**config.mk**
```make
export PLATFORM = sky130hd
export DESIGN_NAME = mem_word_loader
export DESIGN_NICKNAME = d
export VERILOG_FILES = /design/src/rtl/mem_word_loader.sv
export SDC_FILE = /design/constraint.sdc
export NUM_CORES = 1
export LEC_CHECK = 0
export BUFFER_PORTS_ARGS = -buffer_cell sky130_fd_sc_hd__clkbuf_2
export CORE_MARGIN = 4
export CORE_UTILIZATION = 40
export CTS_CLUSTER_DIAMETER = 150
export CTS_CLUSTER_SIZE = 40
export DETAILED_ROUTE_END_ITERATION = 7
export PLACE_DENSITY = 0.7
export SYNTH_ARGS = -nofsm -noshare
export SYNTH_HDL_FRONTEND = slang
export SYNTH_SLANG_ARGS = --single-unit
```
**constraint.sdc**
```tcl
create_clock -name clk -period 2 [get_ports clk]
set_clock_uncertainty 0.1 [all_clocks]
set_input_delay 0.4 -clock clk [delete_from_list [all_inputs] [get_ports clk]]
set_output_delay 0.4 -clock clk [all_outputs]
set_load 0.01 [all_outputs]
```
**src/rtl/mem_word_loader.sv**
```systemverilog
// Byte-stream to 32-bit word loader for the PMU 256x32 word memory: packs bytes
// little-endian and writes consecutive words. MEM_WORD_LOADER_CKSUM_EN adds cksum_o.
module mem_word_loader #(
    parameter int ADDR_W = 8,
    parameter int CNT_W  = 9
) (
    input  logic              clk,
    input  logic              rst_n,
    input  logic              start_i,
    input  logic              abort_i,
    input  logic [ADDR_W-1:0] base_addr_i,
    input  logic [CNT_W-1:0]  num_words_i,
    input  logic [7:0]        byte_i,
    input  logic              byte_valid_i,
    output logic              byte_ready_o,
    output logic              mem_we_o,
    output logic [ADDR_W-1:0] mem_addr_o,
    output logic [31:0]       mem_data_o,
    output logic              busy_o,
    output logic              done_o,
    output logic [CNT_W-1:0]  word_cnt_o
`ifdef MEM_WORD_LOADER_CKSUM_EN
    ,
    output logic [31:0]       cksum_o
`endif
);

    typedef enum logic [1:0] {
        S_IDLE,
        S_COLLECT,
        S_WRITE,
        S_DONE
    } state_t;

    localparam logic [CNT_W-1:0] MAX_WORDS = CNT_W'(2 ** ADDR_W);

    state_t            state_q, state_d;
    logic [ADDR_W-1:0] addr_q;
    logic [CNT_W-1:0]  remaining_q;
    logic [CNT_W-1:0]  word_cnt_q;
    logic [1:0]        byte_idx_q;
    logic [31:0]       pack_q;
    logic              start_ok;
    logic              byte_take;
    logic [CNT_W-1:0]  num_clamped;

    assign start_ok    = (state_q == S_IDLE) && start_i && !abort_i;
    assign byte_take   = (state_q == S_COLLECT) && byte_valid_i;
    assign num_clamped = (num_words_i > MAX_WORDS) ? MAX_WORDS : num_words_i;

    // NOTE: state_d gets its default before the case so no path leaves it unassigned (no latch).
    always_comb begin
        state_d = state_q;
        unique case (state_q)
            S_IDLE: begin
                if (start_ok)
                    state_d = (num_words_i == '0) ? S_DONE : S_COLLECT;
            end
            S_COLLECT: begin
                if (abort_i)
                    state_d = S_IDLE;
                else if (byte_valid_i && byte_idx_q == 2'd3)
                    state_d = S_WRITE;
            end
            S_WRITE: begin
                if (abort_i)
                    state_d = S_IDLE;
                else if (remaining_q == CNT_W'(1))
                    state_d = S_DONE;
                else
                    state_d = S_COLLECT;
            end
            S_DONE:  state_d = S_IDLE;
            default: state_d = S_IDLE;
        endcase
    end

    // NOTE: sequential state uses non-blocking assignments so every register sees pre-edge values.
    always_ff @(posedge clk or negedge rst_n) begin
        if (!rst_n)
            state_q <= S_IDLE;
        else
            state_q <= state_d;
    end

    // A write that coincides with abort still lands in memory, so the counters advance too.
    always_ff @(posedge clk or negedge rst_n) begin
        if (!rst_n) begin
            addr_q      <= '0;
            remaining_q <= '0;
            word_cnt_q  <= '0;
            byte_idx_q  <= '0;
            pack_q      <= '0;
        end else if (start_ok) begin
            addr_q      <= base_addr_i;
            remaining_q <= num_clamped;
            word_cnt_q  <= '0;
            byte_idx_q  <= '0;
            pack_q      <= '0;
        end else if (byte_take) begin
            pack_q[{byte_idx_q, 3'b000} +: 8] <= byte_i;
            byte_idx_q                        <= byte_idx_q + 2'd1;
        end else if (state_q == S_WRITE) begin
            addr_q      <= addr_q + ADDR_W'(1);
            remaining_q <= remaining_q - CNT_W'(1);
            word_cnt_q  <= word_cnt_q + CNT_W'(1);
        end
    end

`ifdef MEM_WORD_LOADER_CKSUM_EN
    logic [31:0] cksum_q;

    always_ff @(posedge clk or negedge rst_n) begin
        if (!rst_n)
            cksum_q <= '0;
        else if (start_ok)
            cksum_q <= '0;
        else if (state_q == S_WRITE)
            cksum_q <= {cksum_q[30:0], cksum_q[31]} ^ pack_q;
    end

    assign cksum_o = cksum_q;
`endif

    assign byte_ready_o = (state_q == S_COLLECT);
    assign mem_we_o     = (state_q == S_WRITE);
    assign mem_addr_o   = addr_q;
    assign mem_data_o   = pack_q;
    assign busy_o       = (state_q == S_COLLECT) || (state_q == S_WRITE);
    assign done_o       = (state_q == S_DONE);
    assign word_cnt_o   = word_cnt_q;

endmodule

```
==> Word-level counts from Yosys, hierarchy flattened <==
Cells that the tools add are included.
{ "totals": {"regBits": 62, "elab_cells": 56, "output_inout_bits": 53} }
{ "classes": {"add_sub_neg": 5, "n_shift": 2, "reduce_logical": 12, "n_eq_ne": 8, "mux": 22, "order_cmp": 1} }
{ "ops": {"columns": ["op", "count"], "rows": [
  ["two-way mux 32 bit", 2],
  ["two-way mux 9 bit", 7],
  ["bitwise mux 32 bit", 1],
  ["variable shift 8 x 7 -> 32 bit (first input constant)", 1],
  ["indexed part select 8 x 7 -> 32 bit", 1],
  ["two-way mux 8 bit", 3],
  ["two-way mux 2 bit", 8],
  ["adder 9 x 1 -> 9 bit (second input constant)", 1],
  ["equality test 9 x 1 -> 1 bit (second input constant)", 1],
  ["greater-than comparator 9 bit (second input constant)", 1],
  ["zero test 9 bit", 1],
  ["subtractor 9 x 1 -> 9 bit (second input constant)", 1],
  ["adder 8 x 1 -> 8 bit (second input constant)", 1],
  ["case mux 2 bit (4 select lines)", 1],
  ["negator 5 -> 7 bit", 1],
  ["equality test 2 bit (second input constant)", 3],
  ["logical AND 1 bit", 4],
  ["inequality test 2 bit (second input constant)", 2],
  ["AND reduction 2 bit", 2],
  ["nonzero test 2 bit", 2],
  ["inequality test 3 x 2 -> 1 bit (second input constant)", 1],
  ["adder 2 x 1 -> 2 bit (second input constant)", 1],
  ["equality test 2 x 1 -> 1 bit (second input constant)", 1],
  ["zero test 2 bit", 1],
  ["other kinds (2)", 2]
]} }

==> Depth between registers and ports, before layout <==
Gate-level depths: netlist (run 1).
{ "logic_depth": {"depth_word": 5, "depth_mapped": 8, "mapped_depth_nobuf": 6} }

==> Worst setup path after synthesis (run 1) <==
OpenSTA, ideal clock, no wires.
{ "synth_timing": {"path_type": "flip-flop to flip-flop", "from": "register state_q[1]", "to": "register pack_q[10] (netlist: mem_data_o[10])", "stages_incl_launch_ff": 7, "synth_period_minus_slack_ps": 1784, "setup_slack_ps": 216, "arrival_time_ps": 1618, "path_buffers": 1, "t_required_ps": 1834, "setup_ps": 66, "path_cell_list": "dfrtp_1 -> inv_1 -> ha_1 -> and2_1 -> buf_6 -> a21oi_1 -> a22o_1"} }
{ "synth_rtl": {"columns": ["item", "line_no", "rtl"], "rows": [
  ["from (decl)", "37", "state_t state_q, state_d;"],
  ["from (signal assigned)", "83", "state_q <= state_d;"],
  ["equality test 2 x 1 -> 1 bit", null, null],
  ["via byte_ready_o", "15", "output logic byte_ready_o,"],
  ["logical AND 1 bit", "48", "assign byte_take = (state_q == S_COLLECT) && byte_valid_i;"],
  ["nonzero test 2 bit (no line)", null, null],
  ["to (signal, indexed assignment)", "101", "pack_q[{byte_idx_q, 3'b000} +: 8] <= byte_i;"],
  ["to (decl)", "42", "logic [31:0] pack_q;"]
]} }
The timed path passes the listed nets, and every way through them passes these cells.
A chain may end at the register's enable or synchronous reset.

==> Final worst setup path (run 1) <==
{ "layout_timing": {"from": "register state_q[0]", "to": "register pack_q[28] (netlist: mem_data_o[28])"} }
{ "layout_between": {"elab_chain_cells": 4} }
{ "layout_rtl": {"columns": ["item", "line_no", "rtl"], "rows": [
  ["zero test 2 bit", "47", "assign start_ok = (state_q == S_IDLE) && start_i && !abort_i;"],
  ["logical AND 1 bit (2 in series)", "47", null],
  ["two-way mux 32 bit / nonzero test 2 bit (equally long branches)", null, null]
]} }
Several ways; a longest one is shown, not always the timed one.

==> impl_metrics.env, run 1 <==
export IMPL_diodes=0
export IMPL_cts_tree="yes"
export IMPL_fin_tns_setup_ps=0
export IMPL_gp_congestion=0.7836
export IMPL_layout_common_cells="82 x clkbuf_2, 62 x dfrtp_1, 32 x a22o_1"
export IMPL_drive_gt1_frac=0.3324
export IMPL_relSlewSlack=0.5799
export IMPL_dr_pass1_iters=4
export IMPL_antenna_found_initial=0
export IMPL_synth_top_family_by_area="compound AO/OA/AOI/OAI gates"
export IMPL_rsz0062_at_grt="yes"
export IMPL_grt_usage=0.1716
export IMPL_finalHoldViolCount=0
export IMPL_total_power_mw=5.033
export IMPL_crit_path_cell_trace="inv_1, ha_1, and3b_1, a21oi_1, a22o_1"
export IMPL_cts_inserted_buffers=9
export IMPL_rows=31
export IMPL_overflow=0
export IMPL_num_io_pins=83
export IMPL_hp_class="in -> reg"
export IMPL_die_h_um=94.56
export IMPL_synth_top_area_share=0.5177
export IMPL_drt_total_wl_mm=7.153
export IMPL_clk_path_buf_depth=2
export IMPL_area_growth_pct=27.64
export IMPL_p_leak_nw=1.888
export IMPL_outcome="finished, final reports clean"
export IMPL_layout_setup_ws_ps=46.19
export IMPL_grt_start_max_net_pins=39
export IMPL_dpl_hpwl_mm=5.331
export IMPL_max_stage_delay_ps=540
export IMPL_synth_top_cell_by_area="dfrtp_1"
export IMPL_synth_simple_area_share=0.1553
export IMPL_slowest_stage="a21oi_1"
export IMPL_setup_viol_count_final=0
export IMPL_fmax_mhz=511.8
export IMPL_syn_inst=272
export IMPL_post_drt_wl_per_cell_um=15.15
export IMPL_holdWs_ps=170.4
export IMPL_yosysWarnings=0
export IMPL_yosysSeqAreaShare=0.5177
export IMPL_crit_arrival_ps=2130
export IMPL_die_width_um=94.56
export IMPL_synth_seq_cells=62
export IMPL_timing_final_crit_share=0.9769
export IMPL_synthAdderAreaFrac=0.06263
export IMPL_route_vias_total=2413
export IMPL_drc_errors=0
export IMPL_multi_input_area_um2=1359
export IMPL_worstSetupPathType="reg -> reg"
export IMPL_post_place_ws_ps=-9.469
export IMPL_cp_top_family="compound AO/OA/AOI/OAI gates"
export IMPL_via_per_inst=5.112
export IMPL_dp_cells=454
export IMPL_synth_xor_area_frac=0.06722
export IMPL_p_per_area_nw_per_um2=1316
export IMPL_start_kind="flip-flop"
export IMPL_clk_root_buffer_cell="clkbuf_8"
export IMPL_fin_area_um2=3825
export IMPL_cts_sinks=62
export IMPL_coreArea_um2=7253
export IMPL_cp_max_fo=8
export IMPL_regArea_um2=1551
export IMPL_ys_types=34
export IMPL_ant_nets=0
export IMPL_worst_pin_slew_ps=630.2
export IMPL_vdd_drop_max_mv=0.4703
export IMPL_io_buffers=82
export IMPL_synth_edf_count=0
export IMPL_synth_compound_area_share=0.1612
export IMPL_drt_initial_drc_count=78
export IMPL_syn_avg_cell_area_um2=11.02
export IMPL_clock_latency_ps=340
export IMPL_initial_core_util=0.4131
export IMPL_cap_violations=0
export IMPL_dpl_instance_area_um2=3547
export IMPL_clkTransAtPathRegs_ps=70
export IMPL_synth_area_um2=2997
export IMPL_slew_violations=0
export IMPL_final_nets=413
export IMPL_final_common_cell="clkbuf_2"
export IMPL_critical_path_buf_inv_count=1
export IMPL_htreeDepth=3
export IMPL_fill_cells=647
export IMPL_endpoint_kind="flip-flop"
export IMPL_grt_pass1_wl_mm=11.89
export IMPL_finalCriticalPeriod_ps=1954
export IMPL_post_route_util=0.5273
export IMPL_fin_cells=472
export IMPL_first_global_vias=2494
export IMPL_synth_ff_type="dfrtp_1"
export IMPL_synth_mux_area_frac=0
export IMPL_synth_top_cells_by_area="dfrtp_1 52%, a22o_1 9.4%, ha_1 6.3%"
export IMPL_dieArea_um2=8941
export IMPL_async_flop_share=1.000
export IMPL_cp_data_required_time_ps=2180
export IMPL_synth_nets=317
[worst min-delay path, delay by kind of cell]
kind | cells | cell delay, ps
AND/OR/NAND/NOR | 1 | 40
buffers and inverters | 1 | 80
AO/OA/AOI/OAI | 1 | 50
[cells by family after synthesis]
group           after synthesis
simple gates                 85
xor+xnor                     23
fa+ha+maj                    15
compound gates               67
flops                        62
buf+inv                      20
[per-layer routing]
metal | global-route usage | vias up | part of all wire
met5 | 0 | - | 0
met4 | 0.06370 | 0 | 0.013
met3 | 0.04940 | 10 | 0.074
met2 | 0.2677 | 76 | 0.46
met1 | 0.2270 | 1152 | 0.46
li1 | - | 1175 | -
[power breakdown]
part / total [mW] / switching [mW] / internal [mW]
logic: 1.87 / 1.05 / 0.821
registers: 1.93 / 0.329 / 1.60
clock network: 1.23 / 0.525 / 0.705
[sequential cells by signal, indices dropped and copies added, names as in the netlist]
register	cells
word_cnt_o	9
remaining_q	9
state_q	2
mem_data_o	32
byte_idx_q	2
mem_addr_o	8
[cell type report]
class                   instances  share of cell area
inverters                       9            0.008832
clock buffers                   9             0.03238
flip-flops and latches         62              0.4056
repair buffers                 96              0.1397
well taps                      99             0.03238
clock inverters                 7             0.02584
multi-input cells             190              0.3552
[final timing paths]
path / start / end / slack, ps / cells after the start
max in group asynchronous: rst_n / mem_data_o[13]$_DFFE_PN0P_ / 960 / 3
max: state_q[0]$_DFFE_PN0P_ / mem_data_o[28]$_DFFE_PN0P_ / 50 / 5
min in group asynchronous: rst_n / mem_addr_o[4]$_DFFE_PN0P_ / 530 / 3
max reg2reg: state_q[0]$_DFFE_PN0P_ / mem_data_o[28]$_DFFE_PN0P_ / 50 / 5
min: base_addr_i[3] / mem_addr_o[3]$_DFFE_PN0P_ / 170 / 3
min reg2reg: mem_data_o[6]$_DFFE_PN0P_ / mem_data_o[6]$_DFFE_PN0P_ / 410 / 1
[cell usage after synthesis, drive strengths merged (8+ instances only)]
library cell / instances
a21oi: 14
a22o: 32
buf: 10
dfrtp: 62
ha: 15
inv: 9
nand2: 25
nand3: 12
nand4: 8
nor2: 19
o21ai: 14
xor2: 16
[timing repair]
item / 4_1_cts / 5_1_grt
endpoints found under the hold margin: 5 / 0
gates resized for setup: 2 / 7
pin swaps: 0 / 1
gates cloned: 0 / 0
hold buffers: 1 / 0
endpoints found under the setup margin: 8 / 40
buffers inserted: 0 / 1
No activity file was read; power rests on OpenSTA's default activity.
==> run 2, diff against run 1 <==
--- a/config.mk
+++ b/config.mk
@@ -6,11 +6,12 @@
 export NUM_CORES = 1
 export LEC_CHECK = 0
 export BUFFER_PORTS_ARGS = -buffer_cell sky130_fd_sc_hd__clkbuf_2
-export CORE_MARGIN = 4
+export CORE_MARGIN = 2
 export CORE_UTILIZATION = 40
 export CTS_CLUSTER_DIAMETER = 150
 export CTS_CLUSTER_SIZE = 40
 export DETAILED_ROUTE_END_ITERATION = 7
+export MAX_ROUTING_LAYER = met4
 export PLACE_DENSITY = 0.7
 export SYNTH_ARGS = -nofsm -noshare
 export SYNTH_HDL_FRONTEND = slang
==> impl_metrics.env, run 2 (same netlist as run 1, synthesis figures left out) <==
export IMPL_dp_cells=453
export IMPL_grt_pass1_wl_mm=12.20
export IMPL_post_drt_wl_per_cell_um=15.18
export IMPL_slowest_stage="dfrtp_1"
export IMPL_rsz0062_at_grt="no"
export IMPL_cts_inserted_buffers=9
export IMPL_drt_initial_drc_count=67
export IMPL_worst_pin_slew_ps=449.7
export IMPL_ant_nets=0
export IMPL_route_vias_total=2449
export IMPL_area_growth_pct=28.73
export IMPL_vdd_drop_max_mv=0.4871
export IMPL_layout_common_cells="82 x clkbuf_2, 62 x dfrtp_1, 32 x a22o_1"
export IMPL_p_leak_nw=1.903
export IMPL_num_io_pins=83
export IMPL_start_kind="flip-flop"
export IMPL_drt_total_wl_mm=7.167
export IMPL_max_stage_delay_ps=370
export IMPL_dieArea_um2=8200
export IMPL_cp_data_required_time_ps=2170
export IMPL_relSlewSlack=0.7002
export IMPL_initial_core_util=0.4131
export IMPL_endpoint_kind="flip-flop"
export IMPL_fin_cells=472
export IMPL_htreeDepth=3
export IMPL_grt_start_max_net_pins=63
export IMPL_first_global_vias=2405
export IMPL_finalHoldViolCount=0
export IMPL_total_power_mw=5.136
export IMPL_clock_latency_ps=330
export IMPL_coreArea_um2=7253
export IMPL_final_nets=413
export IMPL_crit_path_cell_trace="inv_1, ha_1, and3b_2, buf_4, a21oi_2, a22o_1"
export IMPL_antenna_found_initial=0
export IMPL_p_per_area_nw_per_um2=1331
export IMPL_grt_usage=0.1916
export IMPL_cp_max_fo=8
export IMPL_finalCriticalPeriod_ps=1864
export IMPL_die_width_um=90.56
export IMPL_timing_final_crit_share=0.9322
export IMPL_die_h_um=90.56
export IMPL_clk_path_buf_depth=2
export IMPL_overflow=0
export IMPL_dpl_hpwl_mm=5.135
export IMPL_cap_violations=0
export IMPL_outcome="finished, final reports clean"
export IMPL_gp_congestion=0.8143
export IMPL_diodes=0
export IMPL_hp_class="in -> reg"
export IMPL_worstSetupPathType="reg -> reg"
export IMPL_largest_reg_flops=32
export IMPL_rows=31
export IMPL_io_buffers=82
export IMPL_drive_gt1_frac=0.3378
export IMPL_clk_root_buffer_cell="clkbuf_8"
export IMPL_dr_pass1_iters=4
export IMPL_crit_arrival_ps=2040
export IMPL_via_per_inst=5.189
export IMPL_clkTransAtPathRegs_ps=70
export IMPL_final_common_cell="clkbuf_2"
export IMPL_cts_sinks=62
export IMPL_fill_cells=672
export IMPL_fmax_mhz=536.4
export IMPL_slew_violations=0
export IMPL_drc_errors=0
export IMPL_setup_viol_count_final=0
export IMPL_cts_tree="yes"
[run 2: cell count changes in the layout (fill, tap and decap cells not counted), sizes merged]
cell,delta
clkbuf,+4
clkinv,-3
clkinvlp,-1
[run 2: per-layer routing]
| layer | track usage | share of wire |
|---|---|---|
| met1 | 0.2588 | 0.46 |
| met2 | 0.2805 | 0.46 |
| met3 | 0.05593 | 0.067 |
| met4 | 0.05769 | 0.012 |
| met5 | - | 0 |
[run 2: power by group]
group	switching, mW	internal [mW]	leakage, nW
Clock	0.480	0.803	0.120
Combinational	1.07	0.859	0.956
Sequential	0.322	1.60	0.826
[run 2: final timing paths]
kind	endpoint	cells after the start	startpoint	slack, ps
worst min register to register	mem_data_o[12]$_DFFE_PN0P_	1	mem_data_o[12]$_DFFE_PN0P_	400
worst min-delay path	mem_addr_o[4]$_DFFE_PN0P_	3	base_addr_i[4]	170
min in group asynchronous	mem_data_o[11]$_DFFE_PN0P_	3	rst_n	510
max in group asynchronous	remaining_q[3]$_DFFE_PN0P_	3	rst_n	1000
worst max register to register	mem_data_o[4]$_DFFE_PN0P_	6	state_q[0]$_DFFE_PN0P_	140
worst max-delay path	mem_data_o[4]$_DFFE_PN0P_	6	state_q[0]$_DFFE_PN0P_	140
[run 2: area by class of cell]
class                   instances  area [um2]  area share
flip-flops and latches         62        1551      0.4022
multi-input cells             190        1376      0.3568
repair buffers                 96       538.0      0.1395
clock buffers                  13       168.9     0.04379
well taps                      99       123.9     0.03211
clock inverters                 3       65.06     0.01687
inverters                       9       33.78    0.008758
[run 2: through the flow]
step / util / TNS, ps / instance area, um2 / setup slack [ps] / hold slack (ps)
finish: 0.5318 / 0 / 3857 / 135.6 / 170.6
floorplan: - / 0 / 2997 / 215.7 / 4.409
CTS: 0.5244 / 0 / 3804 / 5.710 / 155.6
detailed placement: 0.4897 / -428.8 / 3552 / -57.54 / 346.1
global route: 0.5318 / 0 / 3857 / 10.42 / 164.7
global placement: 0.4897 / -17.18 / 3552 / -3.538 / 341.2
[run 2: repair_timing]
| action | in CTS | in global routing |
|---|---|---|
| pin swaps | 0 | 2 |
| hold endpoints to repair | 62 | 0 |
| resized for setup | 2 | 10 |
| setup endpoints to repair | 11 | 50 |
| buffers inserted | 0 | 2 |
| hold buffers | 1 | 0 |
[run 2: worst max-delay path: cells and delay by family (launching register included)]
kind                     cells  cell delay [ps]
buffers and inverters        2              260
AO/OA/AOI/OAI                2              550
AND/OR/NAND/NOR              1              290
flip-flops                   1              370
adder cells (fa/ha/maj)      1              230
==> run 3, diff against run 2 <==
==> constraint.sdc (replaced) <==
create_clock -name clk -period 2.3 [get_ports clk]
set_clock_uncertainty 0.1 [all_clocks]
set_input_delay 0.46 -clock clk [delete_from_list [all_inputs] [get_ports clk]]
set_output_delay 0.46 -clock clk [all_outputs]
set_load 0.01 [all_outputs]
==> impl_metrics.env, run 3 (same netlist as run 1, synthesis figures left out) <==
export IMPL_finalHoldViolCount=0
export IMPL_num_io_pins=83
export IMPL_final_nets=405
export IMPL_critPathLaunch="state_q[0]$_DFFE_PN0P_"
export IMPL_grt_pass1_wl_mm=11.75
export IMPL_initial_core_util=0.4131
export IMPL_cap_violations=0
export IMPL_dpl_hpwl_mm=5.141
export IMPL_regArea_um2=1551
export IMPL_vdd_drop_max_mv=0.4077
export IMPL_first_global_vias=2400
export IMPL_ant_nets=0
export IMPL_drt_total_wl_mm=7.040
export IMPL_r2r_cells=5
export IMPL_setup_viol_count_final=0
export IMPL_crit_path_cell_trace="inv_1, ha_1, and3b_1, a21oi_1, a22o_1"
export IMPL_endpoint_kind="flip-flop"
export IMPL_final_common_cell="clkbuf_2"
export IMPL_cts_inserted_buffers=9
export IMPL_max_stage_delay_ps=650
export IMPL_p_per_area_nw_per_um2=1126
export IMPL_route_vias_total=2404
export IMPL_worst_pin_slew_ps=784.4
export IMPL_post_route_util=0.5122
export IMPL_grt_start_max_net_pins=63
export IMPL_io_buffers=82
export IMPL_multi_input_area_um2=1338
export IMPL_clk_root_buffer_cell="clkbuf_8"
export IMPL_clkTransAtPathRegs_ps=70
export IMPL_rows=31
export IMPL_start_kind="flip-flop"
export IMPL_crit_arrival_ps=2250
export IMPL_largest_reg_flops=32
export IMPL_relSlewSlack=0.4770
export IMPL_gp_congestion=0.8271
export IMPL_layout_common_cells="82 x clkbuf_2, 62 x dfrtp_1, 32 x a22o_1"
export IMPL_rsz0062_at_grt="no"
export IMPL_post_drt_wl_per_cell_um=15.17
export IMPL_drc_errors=0
export IMPL_worstSetupPathType="reg -> reg"
export IMPL_timing_final_crit_share=0.9071
export IMPL_grt_usage=0.1838
export IMPL_diodes=0
export IMPL_clk_path_buf_depth=2
export IMPL_hold_buffers=0
export IMPL_layout_setup_ws_ps=213.6
export IMPL_area_growth_pct=23.97
export IMPL_fill_cells=700
export IMPL_fmax_mhz=479.3
export IMPL_slew_violations=0
export IMPL_cts_tree="yes"
export IMPL_via_per_inst=5.181
export IMPL_drive_gt1_frac=0.3041
export IMPL_post_cts_buffers=0
export IMPL_die_h_um=90.56
export IMPL_cp_data_required_time_ps=2460
export IMPL_dr_pass1_iters=4
export IMPL_outcome="finished, final reports clean"
export IMPL_finalCriticalPeriod_ps=2086
export IMPL_reg2reg_from="state_q[0]$_DFFE_PN0P_"
export IMPL_htreeDepth=3
export IMPL_total_power_mw=4.184
export IMPL_clock_latency_ps=330
export IMPL_dieArea_um2=8200
export IMPL_drt_initial_drc_count=101
export IMPL_post_place_ws_ps=225.5
export IMPL_die_width_um=90.56
export IMPL_slowest_stage="a21oi_1"
export IMPL_antenna_found_initial=0
export IMPL_cts_sinks=62
export IMPL_hp_class="in -> async"
export IMPL_cp_max_fo=8
export IMPL_cts_resized=0
export IMPL_coreArea_um2=7253
export IMPL_overflow=0
export IMPL_p_leak_nw=1.842
export IMPL_fin_tns_setup_ps=0
==> run 3: path summary, 6_finish.rpt <==
path	endpoint	slack (ps)
max	mem_data_o[22]$_DFFE_PN0P_	210
min in group clk	mem_addr_o[7]$_DFFE_PN0P_	240
max in group asynchronous	word_cnt_o[2]$_DFFE_PN0P_	1790
max reg2reg	mem_data_o[22]$_DFFE_PN0P_	210
min reg2reg	mem_data_o[0]$_DFFE_PN0P_	400
min	mem_data_o[12]$_DFFE_PN0P_	40
==> run 3: worst max-delay path: cells and delay by family, from the launching register on <==
family,cells,cell delay (ps)
AOI/OAI and AO/OA,2,910
DFF,1,400
and+or+nand+nor,1,280
adders and majority gates,1,220
buffers and inverters,1,100
==> run 3: power by group <==
group / leakage [nW] / internal (mW) / switching, mW
Clock: 0.106 / 0.555 / 0.411
Combinational: 0.909 / 0.650 / 0.872
Sequential: 0.826 / 1.39 / 0.302
==> run 3: cell type report <==
class,instances,area share
clock inverters,4,0.01213
clock buffers,12,0.04176
inverters,9,0.009094
multi-input cells,190,0.3601
repair buffers,88,0.1260
well taps,99,0.03334
flip-flops and latches,62,0.4176
==> run 3: metrics by stage <==
stage | std cells | cell area (um2) | hold WS [ps]
6_report | 464 | 3715 | 43.49
5_1_grt | 464 | 3715 | 46.58
4_1_cts | 464 | 3715 | 38.54
3_5_place_dp | 448 | 3515 | 391.9
3_3_place_gp | 448 | 3515 | 387.1
2_1_floorplan | 272 | 2997 | 64.41
==> run 3: metal layers <==
layer  up-vias  share of wire  track usage
li1       1154              -            -
met1      1168           0.48       0.2434
met2        80           0.46       0.2792
met3         2          0.056      0.04841
met4         0         0.0030      0.05385
met5         -              0            -
